### config.mk
export PLATFORM = sky130hd
export DESIGN_NAME = step_clock_gen
export DESIGN_NICKNAME = d
export VERILOG_FILES = /design/src/rtl/step_clock_gen.sv
export SDC_FILE = /design/constraint.sdc
export NUM_CORES = 1
export LEC_CHECK = 0
export ABC_AREA = 1
export BUFFER_PORTS_ARGS = -buffer_cell sky130_fd_sc_hd__buf_2
export CORE_UTILIZATION = 28
export DETAILED_ROUTE_END_ITERATION = 7
export GPL_TIMING_DRIVEN = 1
export PLACE_DENSITY = 0.51
export SETUP_SLACK_MARGIN = 0.3
export SKIP_CTS_REPAIR_TIMING = 1
export SYNTH_ARGS = -nofsm -noshare
export SYNTH_HDL_FRONTEND = slang
export SYNTH_SLANG_ARGS = --single-unit
### constraint.sdc
create_clock -name clock -period 1.7 [get_ports clock]
set_input_delay 0.17 -clock clock [delete_from_list [all_inputs] [get_ports clock]]
set_output_delay 0.17 -clock clock [all_outputs]
set_load 0.01 [all_outputs]
### src/rtl/step_clock_gen.sv
// Stepping-clock generator for the single-cycle CPU.
// Turns a bouncing pushbutton into one clean `cycle` pulse per press, or
// free-runs `cycle` at a divided rate when run_en is set. `count` tallies
// rising edges of `cycle` modulo 32 for the LEDs.
module step_clock_gen #(
  parameter int unsigned DEBOUNCE_CYCLES = 1000000,
  parameter int unsigned HIGH_CYCLES     = 4,
  parameter int unsigned RUN_HALF_PERIOD = 50000000
) (
  input  logic       clock,
  input  logic       reset_n,
  input  logic       button,
  input  logic       run_en,
  output logic       cycle,
  output logic [4:0] count,
  output logic       busy
);

  localparam int unsigned MaxDh  = (DEBOUNCE_CYCLES > HIGH_CYCLES) ? DEBOUNCE_CYCLES : HIGH_CYCLES;
  localparam int unsigned MaxCyc = (MaxDh > RUN_HALF_PERIOD) ? MaxDh : RUN_HALF_PERIOD;
  localparam int unsigned CntW   = $clog2(MaxCyc) + 1;

  localparam logic [CntW-1:0] DebLast  = CntW'(DEBOUNCE_CYCLES - 1);
  localparam logic [CntW-1:0] HighLast = CntW'(HIGH_CYCLES - 1);
  localparam logic [CntW-1:0] RunLast  = CntW'(RUN_HALF_PERIOD - 1);
  localparam logic [CntW-1:0] CntOne   = CntW'(1);

  typedef enum logic [2:0] {
    StIdle,
    StPressChk,
    StPulseHigh,
    StReleaseChk,
    StRunLow,
    StRunHigh
  } state_e;

  logic            btn_meta_q, btn_s_q;
  logic            run_meta_q, run_s_q;
  state_e          state_q;
  logic [CntW-1:0] cnt_q;
  logic            cycle_q;
  logic [4:0]      count_q;
  logic            busy_q;

  // Two-flop synchronizers for the asynchronous button and run switch.
  always_ff @(posedge clock) begin
    if (!reset_n) begin
      btn_meta_q <= 1'b0;
      btn_s_q    <= 1'b0;
      run_meta_q <= 1'b0;
      run_s_q    <= 1'b0;
    end else begin
      btn_meta_q <= button;
      btn_s_q    <= btn_meta_q;
      run_meta_q <= run_en;
      run_s_q    <= run_meta_q;
    end
  end

  // Step FSM; cycle, count and busy are registered alongside the state.
  always_ff @(posedge clock) begin
    if (!reset_n) begin
      state_q <= StIdle;
      cnt_q   <= '0;
      cycle_q <= 1'b0;
      count_q <= '0;
      busy_q  <= 1'b0;
    end else begin
      unique case (state_q)
        StIdle: begin
          cnt_q <= '0;
          // Run mode takes priority over a simultaneous button press.
          if (run_s_q) begin
            state_q <= StRunLow;
            busy_q  <= 1'b1;
          end else if (btn_s_q) begin
            state_q <= StPressChk;
            busy_q  <= 1'b1;
          end
        end
        StPressChk: begin
          if (!btn_s_q) begin
            state_q <= StIdle;
            busy_q  <= 1'b0;
            cnt_q   <= '0;
          end else if (cnt_q == DebLast) begin
            state_q <= StPulseHigh;
            cycle_q <= 1'b1;
            count_q <= count_q + 5'd1;
            cnt_q   <= '0;
          end else begin
            cnt_q <= cnt_q + CntOne;
          end
        end
        StPulseHigh: begin
          if (cnt_q == HighLast) begin
            state_q <= StReleaseChk;
            cycle_q <= 1'b0;
            cnt_q   <= '0;
          end else begin
            cnt_q <= cnt_q + CntOne;
          end
        end
        StReleaseChk: begin
          // Any sign of the button still held restarts the release window.
          if (btn_s_q) begin
            cnt_q <= '0;
          end else if (cnt_q == DebLast) begin
            state_q <= StIdle;
            busy_q  <= 1'b0;
            cnt_q   <= '0;
          end else begin
            cnt_q <= cnt_q + CntOne;
          end
        end
        StRunLow: begin
          if (cnt_q == RunLast) begin
            cnt_q <= '0;
            if (run_s_q) begin
              state_q <= StRunHigh;
              cycle_q <= 1'b1;
              count_q <= count_q + 5'd1;
            end else begin
              state_q <= StIdle;
              busy_q  <= 1'b0;
            end
          end else begin
            cnt_q <= cnt_q + CntOne;
          end
        end
        StRunHigh: begin
          // run_s is ignored here so a high phase always runs full width.
          if (cnt_q == RunLast) begin
            state_q <= StRunLow;
            cycle_q <= 1'b0;
            cnt_q   <= '0;
          end else begin
            cnt_q <= cnt_q + CntOne;
          end
        end
        default: begin
          state_q <= StIdle;
          cnt_q   <= '0;
          cycle_q <= 1'b0;
          busy_q  <= 1'b0;
        end
      endcase
    end
  end

  assign cycle = cycle_q;
  assign count = count_q;
  assign busy  = busy_q;

endmodule

# After elaboration in Yosys (flattened, before gate mapping)
# Cells that the tools add are included.
# totals
mem_bits_ro	0
output_inout_bits	7
memories	0
mem_bits_rw	0
latchBits	0
input_bits	4
regBits	41
# op_classes
n_addsub	2
reduce_logical	9
n_bitwise	2
mul	0
n_eq_ne	20
div	0
shifts	0
n_mux	37
magnitude_cmp	0
# op_table
cell	count
$mux W27	5
$pmux W27 S4	1
$mux W3	10
$add A27 B1 Y27 const B	1
$eq A27 B2 Y1 const B	1
$eq A27 B20 Y1 const B	1
$eq A27 B26 Y1 const B	1
$reduce_and A7 Y1	3
$mux W5	4
$ne A2 B2 Y1 const B	10
$pmux W3 S6	1
$mux W1	13
$pmux W1 S5	2
$pmux W5 S2	1
$eq A3 B2 Y1 const B	2
$eq A3 B3 Y1 const B	2
$ne A3 B3 Y1 const B	2
$reduce_or A2 Y1	3
$add A5 B1 Y5 const B	1
$reduce_and A5 Y1	1
$eq A3 B1 Y1 const B	1
$logic_not A3 Y1	1
$not A1 Y1	2
$reduce_bool A2 Y1	1

# Depth between registers and ports, before layout
# Gate-level depths: netlist of the first run.
# depth
word_depth	4
ltp_mapped	13
mapped_depth_nobuf	12

# Worst setup path after synthesis of the first run
# Ideal clock, no wire load.
# synth_path
kind	register to register
from	reg cnt_q[0]
to	reg cnt_q[18]
path_buffers	1
period_less_slack_ns	1.639
setup_time_ns	0.116
arrival_ns	1.524
slack_ns	0.061
path_stages_with_launch	12
path_cell_list	dfxtp_1 -> ha_1 -> nand2_1 -> nor2_4 -> nand2_4 -> nor2_4 -> a21oi_2 -> nor2_4 -> nand3_4 -> nand2_4 -> buf_12 -> nor2_1
# synth_between
elab_chain_cells	4
# synth_rtl
element	line	text
start: declaration	40	logic [CntW-1:0] cnt_q;
start signal: assignment	92	cnt_q <= cnt_q + CntOne;
start signal: assignment	101	cnt_q <= cnt_q + CntOne;
start signal: assignment	113	cnt_q <= cnt_q + CntOne;
$add A27 B1 Y27 or $eq A27 B20 Y1 (tied branches)	-	
$mux W27	86, 108	
$mux W27 (on tied branches)	106, 82	
$pmux W27 S4 (*)	69	unique case (state_q)
# Mark *: on every way between the ends. The rest lies on a longest branch, timed or not.
# A chain may end at the register's enable or synchronous reset.

# Worst setup path after layout of the first run
# layout_path
from	reg cnt_q[0]
to	reg cnt_q[9]
# The elaborated chain is that of the path after synthesis.

==> run_results.csv, run 1 <==
group,metric,value,unit
place,hpwl,4560,um
yosys,synth_top_area_frac,0.337,
finish,instances_no_fill,533,
finish,final_cell_area,0.00326,sq mm
cts,clock_latency,0.30,ns
setup_path,cp.required,1.90,ns
drt,wl_met2,2800,um
yosys,syn_area_per_cell,6.61,sq um
status,violations,"negative setup slack",
worst_hold_path,hp-class,"input port to flip-flop",
floorplanning,chipWidth,95.2,um
yosys,synth-main-ff-cell,"dfxtp_1",
sta,period_needed,1.75,ns
setup_path,end_kind,"flip-flop",
cts,clkSlewWorstSetupHoldPaths,0.08,ns
yosys,synth_nets,374,
status,status,"finished, violations left",
yosys,synth_area_leader_cell,"dfxtp_1",
drt,ant_nets,0,
finish,post-route-util,0.393,
setup_path,crit_chain,"ha_4, inv_2, nor2_4, nand2_1, nor2_1, nand2_1, nor2_2, nor2_2, nor2_4, nand3_4, nand2_8, clkbuf_16, nor2_1",
power_and_ir_drop,total_power,2.99,mW
floorplanning,num_rows,33,
drt,top_layer,"met4",
sta,fmax,0.573,GHz
grt,grt_pass1_vias,2169,
setup_path,crit_type,"flip-flop to flip-flop",
sta,period_share,1.03,
yosys,synth-edff-count,0,
cts,cts_tree,"done",
yosys,synthArstFlopShare,0,
sta,hold_violations,0,
cts,clockRootBuffer,"clkbuf_8",
finish,drive_gt1_frac,0.292,
yosys,synthTopCellsByArea,"dfxtp_1 34%, nand2_1 14%, nor2_1 13%, inv_1 7.1%, nand3_1 5.6%",
power_and_ir_drop,ir_drop,408,uV
place,port_buffers,10,
grt,overflow,0,
floorplanning,die_y,95.2,um
sta,setup_slack,-0.0451,ns
floorplanning,coreArea,0.00830,sq mm
floorplanning,num_io_pins,11,
yosys,ys_types,33,
floorplanning,start_util,0.293,
grt,grt_usage,0.139,
finish,antennaDiodeCount,0,
cts,h-tree-depth,2,
setup_path,critical_path_arrival,1.94,ns
grt,grt_max_degree,13,
drt,wl_met3,262,um
drt,drtIter0Drc,126,
drt,wl_per_cell,11.5,um
drt,routed_wl,6130,um
power_and_ir_drop,p_leak,1.48,nW
cts,cts_sinks,41,
floorplanning,dieArea,0.00907,sq mm
drt,vias,2351,
setup_path,worstPathMaxFanout,6,
finish,nNetsFinal,433,
sta,slew_violations,0,
run,maxCapViolCount,0,
grt,grt_first_pass_wirelength,9760,um
yosys,ys_warn_count,0,
sta,fin_worst_skew,0.0121,ns
sta,worst_pin_slew,0.316,ns
place,place_congestion,0.832,
yosys,syn_area,0.00243,sq mm
sta,fin_tns_setup,-0.732,ns
yosys,syn_inst,368,
grt,antenna_found_initial,0,
yosys,ys_ff_latch,41,
sta,finalSetupViolCount,26,
setup_path,startpoint_type,"flip-flop",
drt,wl_met1,2990,um
power_and_ir_drop,cellPowerDensity,917,mW/mm^2
setup_path,slowest_stage,"dfxtp_2",
place,dp.cells,516,
cts,numCtsBuffers,5,
setup_path,crit_path_max_incr_delay,0.35,ns
drt,drc,0,
yosys,ys_seq_area_frac,0.337,
drt,dr.pass1.iters,5,
sta,max-slew-margin-rel,0.788,
place,dpl-instance-area,0.00292,sq mm
cts,clk_path_buf_depth,2,
drt,viasPerCell,4.41,
sta,rsz0062_at_grt,"yes",
finish,area_growth,34.1,%
-- cell usage in the layout, fill, tap and decap left out, types with 5 or more instances in the layout --
cell,count
nand2_1,84
nand3_1,24
nor2_2,24
nor2_4,9
nor3_1,6
clkbuf_8,6
nand2_4,7
xor2_1,14
nand4_1,6
dfxtp_1,39
nor2_1,65
inv_2,5
buf_4,40
buf_2,10
xnor2_1,5
inv_1,43
-- stage by stage --
stage               hold WS (ns)  setup slack [ns]
floorplan                  0.268             0.136
global placement           0.357          -0.00105
detailed placement         0.362           -0.0474
CTS                       0.0554           -0.0600
global route              0.0682            -0.182
finish                    0.0582           -0.0451
-- critical path: cells and delay by family, from the launching register on --
family,cells,cell delay (ns)
buf+inv,2,0.20
fa+ha+maj,1,0.14
simple gates,10,0.96
flops,1,0.35
-- cell type report --
class	instances	area (sq um)
sequential	41	823
multi-input combinational	276	1560
clock buffer	7	86.3
fill	865	5030
timing repair buffer	55	452
tap	105	131
inverter	48	180
clock inverter	1	30.0
-- cell usage after synthesis (4+ instances only) --
master,count
a21oi_1,4
nor2_1,83
dfxtp_1,41
nand2_2,4
xor2_1,14
nor2_4,4
xnor2_1,6
nand2_1,89
nor2_2,11
nand3_1,27
nor3_1,6
inv_1,46
nand4_1,6
-- sequential cells by signal (all words and copies together), names as in the netlist --
register / count
state_q: 3
btn_meta_q: 1
btn_s_q: 1
cycle: 1
busy: 1
run_meta_q: 1
cnt_q: 27
count: 5
run_s_q: 1
-- cell families (layout without fill, tap and decap cells) --
| group | Yosys count | count (layout) | share of synthesized area |
|---|---|---|---|
| simple gates | 240 | 240 | 0.448 |
| xor+xnor | 20 | 20 | 0.0720 |
| compound gates | 14 | 14 | 0.0437 |
| buf+inv | 51 | 111 | 0.0884 |
| flops | 41 | 41 | 0.337 |
| fa+ha+maj | 2 | 2 | 0.0103 |
-- power breakdown --
part / internal (mW) / total (mW) / leakage (nW) / switching [mW]
clock: 0.479 / 0.838 / 0.0585 / 0.358
combinational: 0.448 / 1.08 / 1.09 / 0.630
sequential: 1.02 / 1.08 / 0.333 / 0.0560
-- per-layer routing --
metal,vias to the layer above,global-route usage
met5,-,0
met3,5,0.0295
met2,31,0.228
met1,1055,0.184
li1,1260,-
met4,0,0.0379
-- path summary, 6_finish.rpt --
kind / from / end / slack [ns] / depth (start not counted)
worst max-delay path: cnt_q[0] / cnt_q[9] / -0.05 / 13
worst min-delay path: run_en / run_meta_q / 0.06 / 3
worst max register to register: cnt_q[0] / cnt_q[9] / -0.05 / 13
worst min register to register: run_meta_q / run_s_q / 0.41 / 2
Power figures use the tool's default switching activity.
==> run 2, diff against run 1 <==
--- a/config.mk
+++ b/config.mk
@@ -10,7 +10,7 @@
 export CORE_UTILIZATION = 28
 export DETAILED_ROUTE_END_ITERATION = 7
 export GPL_TIMING_DRIVEN = 1
-export PLACE_DENSITY = 0.51
+export PLACE_DENSITY = 0.5
 export SETUP_SLACK_MARGIN = 0.3
 export SKIP_CTS_REPAIR_TIMING = 1
 export SYNTH_ARGS = -nofsm -noshare
==> constraint.sdc (replaced) <==
create_clock -name clock -period 2.1 [get_ports clock]
set_input_delay 0.21 -clock clock [delete_from_list [all_inputs] [get_ports clock]]
set_output_delay 0.21 -clock clock [all_outputs]
set_load 0.01 [all_outputs]
==> run_results.csv, run 2 (same netlist as run 1, synthesis figures left out) <==
group,metric,value,unit
grt,antenna_found_initial,0,
worst_hold_path,hold_depth,3,
run,maxCapViolCount,0,
place,dpl-instance-area,0.00259,sq mm
cts,clk_path_buf_depth,2,
finish,antennaDiodeCount,0,
sta,slew_violations,0,
drt,routed_wl,5780,um
power_and_ir_drop,clkPwrFrac,0.282,
setup_path,crit_chain,"ha_4, nand2_2, nor2_4, nand2_4, nor2_4, a21oi_2, nor2_4, nand3_4, nand2_8, nor2_1",
cts,cts_sinks,41,
setup_path,crit_path_frequent_cell,"nor2_4",
power_and_ir_drop,p_leak,1.23,nW
drt,ant_nets,0,
place,place_congestion,0.816,
floorplanning,chipWidth,95.2,um
setup_path,end_kind,"flip-flop",
drt,drtIter0Drc,91,
sta,fin_tns_setup,0,ns
drt,dr.pass1.iters,4,
finish,nNetsFinal,397,
power_and_ir_drop,switching_share,0.370,
finish,drive_gt1_frac,0.222,
sta,max-slew-margin-rel,0.776,
finish,area_growth,19.5,%
worst_hold_path,hp-class,"input port to flip-flop",
floorplanning,dieArea,0.00907,sq mm
setup_path,cp.required,2.29,ns
cts,clockRootBuffer,"clkbuf_8",
sta,rsz0062_at_grt,"yes",
sta,setup_slack,0.321,ns
grt,grt_first_pass_wirelength,9470,um
floorplanning,num_rows,33,
grt,grt_pass1_vias,2012,
floorplanning,num_io_pins,11,
place,pre_cts_ws,0.139,ns
floorplanning,coreArea,0.00830,sq mm
setup_path,rrSetupSlack,0.32,ns
sta,fmax,0.562,GHz
setup_path,crit_path_max_incr_delay,0.36,ns
worst_hold_path,hold_end,"btn_meta_q",
sta,finalSetupViolCount,0,
place,port_buffers,10,
setup_path,reg2reg_from,"cnt_q[0]",
sta,period_needed,1.78,ns
cts,cts_tree,"done",
power_and_ir_drop,ir_drop,258,uV
setup_path,critical_path_arrival,1.97,ns
finish,final_common_cell,"nand2_1",
finish,final_cell_area,0.00291,sq mm
drt,vias,2225,
setup_path,startpoint_type,"flip-flop",
setup_path,crit_type,"flip-flop to flip-flop",
place,hpwl,4220,um
cts,numCtsBuffers,5,
power_and_ir_drop,p_seq_frac,0.366,
setup_path,worstPathMaxFanout,6,
cts,clock_latency,0.29,ns
drt,drc,0,
finish,most-common-layout-cells,"85 x nand2_1, 70 x nor2_1, 44 x inv_1, 31 x dfxtp_1, 26 x nand3_1",
floorplanning,start_util,0.293,
grt,grt_usage,0.134,
power_and_ir_drop,p_comb_frac,0.352,
setup_path,slowest_stage,"dfxtp_4",
floorplanning,die_y,95.2,um
drt,viasPerCell,4.48,
worst_hold_path,hold_start,"button",
drt,wl_per_cell,11.6,um
finish,top_register,"cnt_q",
cts,clkSlewWorstSetupHoldPaths,0.07,ns
power_and_ir_drop,p_sw,881,uW
setup_path,crit-reg2reg-capture,"cnt_q[1]",
sta,hold_violations,0,
sta,fin_worst_skew,0.00705,ns
cts,h-tree-depth,2,
power_and_ir_drop,total_power,2.38,mW
sta,worst_pin_slew,0.335,ns
grt,grt_max_degree,25,
setup_path,r2r_cells,10,
power_and_ir_drop,internal_power,1.50,mW
sta,period_share,0.847,
power_and_ir_drop,cellPowerDensity,819,mW/mm^2
finish,largest_reg_flops,27,
grt,overflow,0,
status,status,"completed",
==> run 2: cell count changes in the layout (fill, tap and decap cells not counted), moves of 3 or more <==
cell | previous run | this run
nand2_8 | 1 | 4
nor2_4 | 9 | 6
nand2_4 | 7 | 1
buf_4 | 40 | 5
dfxtp_1 | 39 | 31
nand2_2 | 3 | 8
nor2_1 | 65 | 70
dfxtp_2 | 2 | 9
==> run 2: metrics by stage <==
stage                util  std cells  hold slack (ns)
floorplan               -        368            0.308
global placement    0.312        481            0.396
detailed placement  0.312        481            0.402
CTS                 0.326        489           0.0936
global route        0.350        497            0.101
finish              0.350        497            0.102
==> run 2: routing by layer <==
layer,part of all wire,global-route usage
met1,0.50,0.190
met2,0.46,0.202
met3,0.027,0.0239
met4,0.015,0.0467
met5,0,0
==> run 2: cell type report <==
type	instances	area, sq um
repair buffers	16	108
flip-flops and latches	41	836
fillers	901	5390
multi-input cells	279	1540
inverters	48	180
clock inverters	1	30.0
well taps	105	131
clock buffers	7	86.3
==> run 2: worst max-delay path by stage <==
stage,cells past startpoint,slack [ns],from,to
global route,12,0.16,cnt_q[0],cnt_q[11]
detailed placement,12,0.14,cnt_q[0],cnt_q[12]
finish,10,0.32,cnt_q[0],cnt_q[1]
global placement,12,0.15,cnt_q[0],cnt_q[25]
floorplan,11,0.46,cnt_q[0],cnt_q[18]
CTS,12,0.13,cnt_q[0],cnt_q[12]
==> run 2: power by group through the flow <==
stage / logic, mW / clock network (mW) / registers [mW]
6_report: 0.837 / 0.672 / 0.872
5_1_grt: 0.955 / 0.726 / 0.881
4_1_cts: 0.614 / 0.692 / 0.867
3_5_place_dp: 0.610 / 0 / 0.886
3_3_place_gp: 0.607 / 0 / 0.883
2_1_floorplan: 0.510 / 0 / 0.885
==> run 2: critical path, delay by kind of cell (launching register included) <==
family                   cells  cell delay, ns
adder cells (fa/ha/maj)      1            0.15
AND/OR/NAND/NOR              8            1.09
AO/OA/AOI/OAI                1            0.07
flip-flops                   1            0.36
==> run 3, diff against run 2 <==
--- a/config.mk
+++ b/config.mk
@@ -5,7 +5,7 @@
 export SDC_FILE = /design/constraint.sdc
 export NUM_CORES = 1
 export LEC_CHECK = 0
-export ABC_AREA = 1
+export ABC_AREA = 0
 export BUFFER_PORTS_ARGS = -buffer_cell sky130_fd_sc_hd__buf_2
 export CORE_UTILIZATION = 28
 export DETAILED_ROUTE_END_ITERATION = 7
==> constraint.sdc (replaced) <==
create_clock -name clock -period 1.7 [get_ports clock]
set_input_delay 0.17 -clock clock [delete_from_list [all_inputs] [get_ports clock]]
set_output_delay 0.17 -clock clock [all_outputs]
set_load 0.01 [all_outputs]
==> run_results.csv, run 3 <==
group,metric,value,unit
setup_path,crit_path_max_incr_delay,0.39,ns
floorplanning,chipWidth,87.2,um
grt,overflow,0,
cts,clk_path_buf_depth,2,
grt,grt_first_pass_wirelength,7870,um
setup_path,reg2reg_from,"cnt_q[26]",
yosys,synth-edff-count,0,
sta,period_needed,2.03,ns
place,place_congestion,0.757,
finish,final_cell_area,0.00284,sq mm
yosys,synth_top_area_frac,0.404,
setup_path,critical_path_arrival,2.21,ns
setup_path,rrSetupSlack,-0.33,ns
grt,antenna_found_initial,0,
yosys,syn_area,0.00203,sq mm
worst_hold_path,hold_start,"run_en",
yosys,yosysMostFrequentCell,"dfxtp_1",
setup_path,end_kind,"flip-flop",
drt,ant_nets,0,
yosys,syn_area_per_cell,8.72,sq um
floorplanning,coreArea,0.00691,sq mm
sta,rsz0062_at_grt,"yes",
setup_path,slowest_stage,"or3_4",
finish,drive_gt1_frac,0.334,
place,dpl-instance-area,0.00261,sq mm
yosys,ys_seq_area_frac,0.404,
cts,clkSlewWorstSetupHoldPaths,0.08,ns
drt,viasPerCell,4.72,
drt,drtIter0Drc,159,
finish,post-route-util,0.411,
setup_path,r2r_cells,7,
cts,clock_latency,0.29,ns
cts,h-tree-depth,2,
floorplanning,num_io_pins,11,
sta,worst_hold_slack,0.0914,ns
setup_path,startpoint_type,"flip-flop",
place,port_buffers,10,
yosys,ys_warn_count,0,
sta,hold_violations,0,
worst_hold_path,hp-class,"input port to flip-flop",
status,status,"finished, violations left",
floorplanning,dieArea,0.00760,sq mm
setup_path,critPathBufInv,1,
finish,most-common-layout-cells,"58 x buf_4, 38 x dfxtp_1, 32 x nor2_1, 18 x xor2_1, 14 x nand2_1",
yosys,synth_nets,239,
floorplanning,die_y,87.2,um
grt,grt_max_degree,27,
finish,nNetsFinal,308,
finish,area_growth,39.5,%
drt,routed_wl,4930,um
yosys,ys_types,44,
sta,setup_slack,-0.328,ns
drt,dr.pass1.iters,4,
yosys,ys_ff_latch,41,
setup_path,crit_chain,"or3_4, and4b_2, nand4_1, a22oi_2, o211a_4, clkbuf_16, nor2_1",
sta,slew_violations,0,
power_and_ir_drop,ir_drop,207,uV
finish,top_register,"cnt_q",
sta,fmax,0.493,GHz
yosys,synth-main-ff-cell,"dfxtp_1",
sta,worst_pin_slew,0.336,ns
yosys,synth_common_cells,"41 x dfxtp_1, 35 x nor2_1, 18 x xor2_1, 15 x nand2_1, 13 x nand3_1",
finish,final_common_cell,"buf_4",
setup_path,worstPathMaxFanout,13,
power_and_ir_drop,total_power,1.88,mW
sta,max-slew-margin-rel,0.774,
sta,period_share,1.19,
finish,antennaDiodeCount,0,
run,maxCapViolCount,0,
cts,cts_sinks,41,
sta,finalSetupViolCount,37,
cts,numCtsBuffers,5,
setup_path,cp.required,1.89,ns
setup_path,crit_family,"simple AND/OR/NAND/NOR gates",
power_and_ir_drop,cellPowerDensity,664,mW/mm^2
worst_hold_path,hold_end,"run_meta_q",
worst_hold_path,hold_depth,2,
cts,cts_tree,"done",
drt,drc,0,
yosys,synthArstFlopShare,0,
yosys,synth_area_leader_cell,"dfxtp_1",
place,hpwl,3430,um
setup_path,crit_path_start,"cnt_q[26]",
sta,fin_worst_skew,0.0112,ns
finish,largest_reg_flops,27,
yosys,synthTopCellsByArea,"dfxtp_1 40%, xor2_1 7.8%, nor2_1 6.5%, xnor2_1 3.9%, nand4_1 3.7%",
drt,wl_per_cell,12.4,um
power_and_ir_drop,p_leak,1.13,nW
floorplanning,start_util,0.294,
floorplanning,num_rows,30,
setup_path,crit_type,"flip-flop to flip-flop",
grt,grt_pass1_vias,1668,
cts,clockRootBuffer,"clkbuf_8",
setup_path,crit-reg2reg-capture,"cnt_q[2]",
status,violations,"negative setup slack",
grt,grt_usage,0.133,
drt,vias,1880,
yosys,syn_inst,233,
==> run 3: cell count changes after synthesis, moves of 6 or more <==
cell      delta
nand4_1      +6
nand2_1     -74
mux2i_1      +6
nor2_1      -48
nand3_1     -14
clkbuf_1     +7
and2_1       +6
nor2_2      -11
inv_1       -42
==> run 3: cells by family after synthesis <==
group | count (synthesis) | synth area share
buf+inv | 15 | 0.0388
fa+ha+maj | 2 | 0.0123
flops | 41 | 0.404
simple gates | 119 | 0.313
mux | 6 | 0.0296
xor+xnor | 27 | 0.116
compound gates | 23 | 0.0862
==> run 3: worst max path at each step <==
stage / slack, ns / cells after the start / endpoint
2_1_floorplan: -0.19 / 8 / cnt_q[26]
6_report: -0.33 / 7 / cnt_q[2]
3_3_place_gp: -0.30 / 5 / busy
3_5_place_dp: -0.31 / 7 / cnt_q[11]
5_1_grt: -0.42 / 7 / cnt_q[11]
4_1_cts: -0.33 / 7 / cnt_q[11]
==> run 3: metal layers <==
| layer | track usage | share of wire | vias up | wire (um) |
|---|---|---|---|---|
| met5 | 0 | 0 | - | 0 |
| met4 | 0.0447 | 0.018 | 0 | 89 |
| met3 | 0.0284 | 0.030 | 8 | 149 |
| met2 | 0.195 | 0.44 | 35 | 2150 |
| met1 | 0.191 | 0.52 | 885 | 2540 |
| li1 | - | - | 952 | - |
==> run 3: layout make-up <==
class / instances / area [sq um]
well taps: 96 / 120
fillers: 713 / 4070
multi-input cells: 177 / 1220
flip-flops and latches: 41 / 825
repair buffers: 73 / 564
clock buffers: 7 / 86.3
inverters: 4 / 15.0
==> run 3: power breakdown <==
| group | internal, mW | total (mW) | switching, mW |
|---|---|---|---|
| logic | 0.111 | 0.237 | 0.126 |
| clock network | 0.323 | 0.656 | 0.333 |
| registers | 0.976 | 0.990 | 0.0138 |
==> run 3: metrics by stage <==
step / cells / setup slack, ns / TNS [ns]
after global placement: 386 / -0.300 / -8.24
final: 398 / -0.328 / -9.96
after global routing: 398 / -0.422 / -13.57
after floorplan: 233 / -0.189 / -4.67
after detailed placement: 386 / -0.308 / -9.05
after CTS: 393 / -0.332 / -9.99
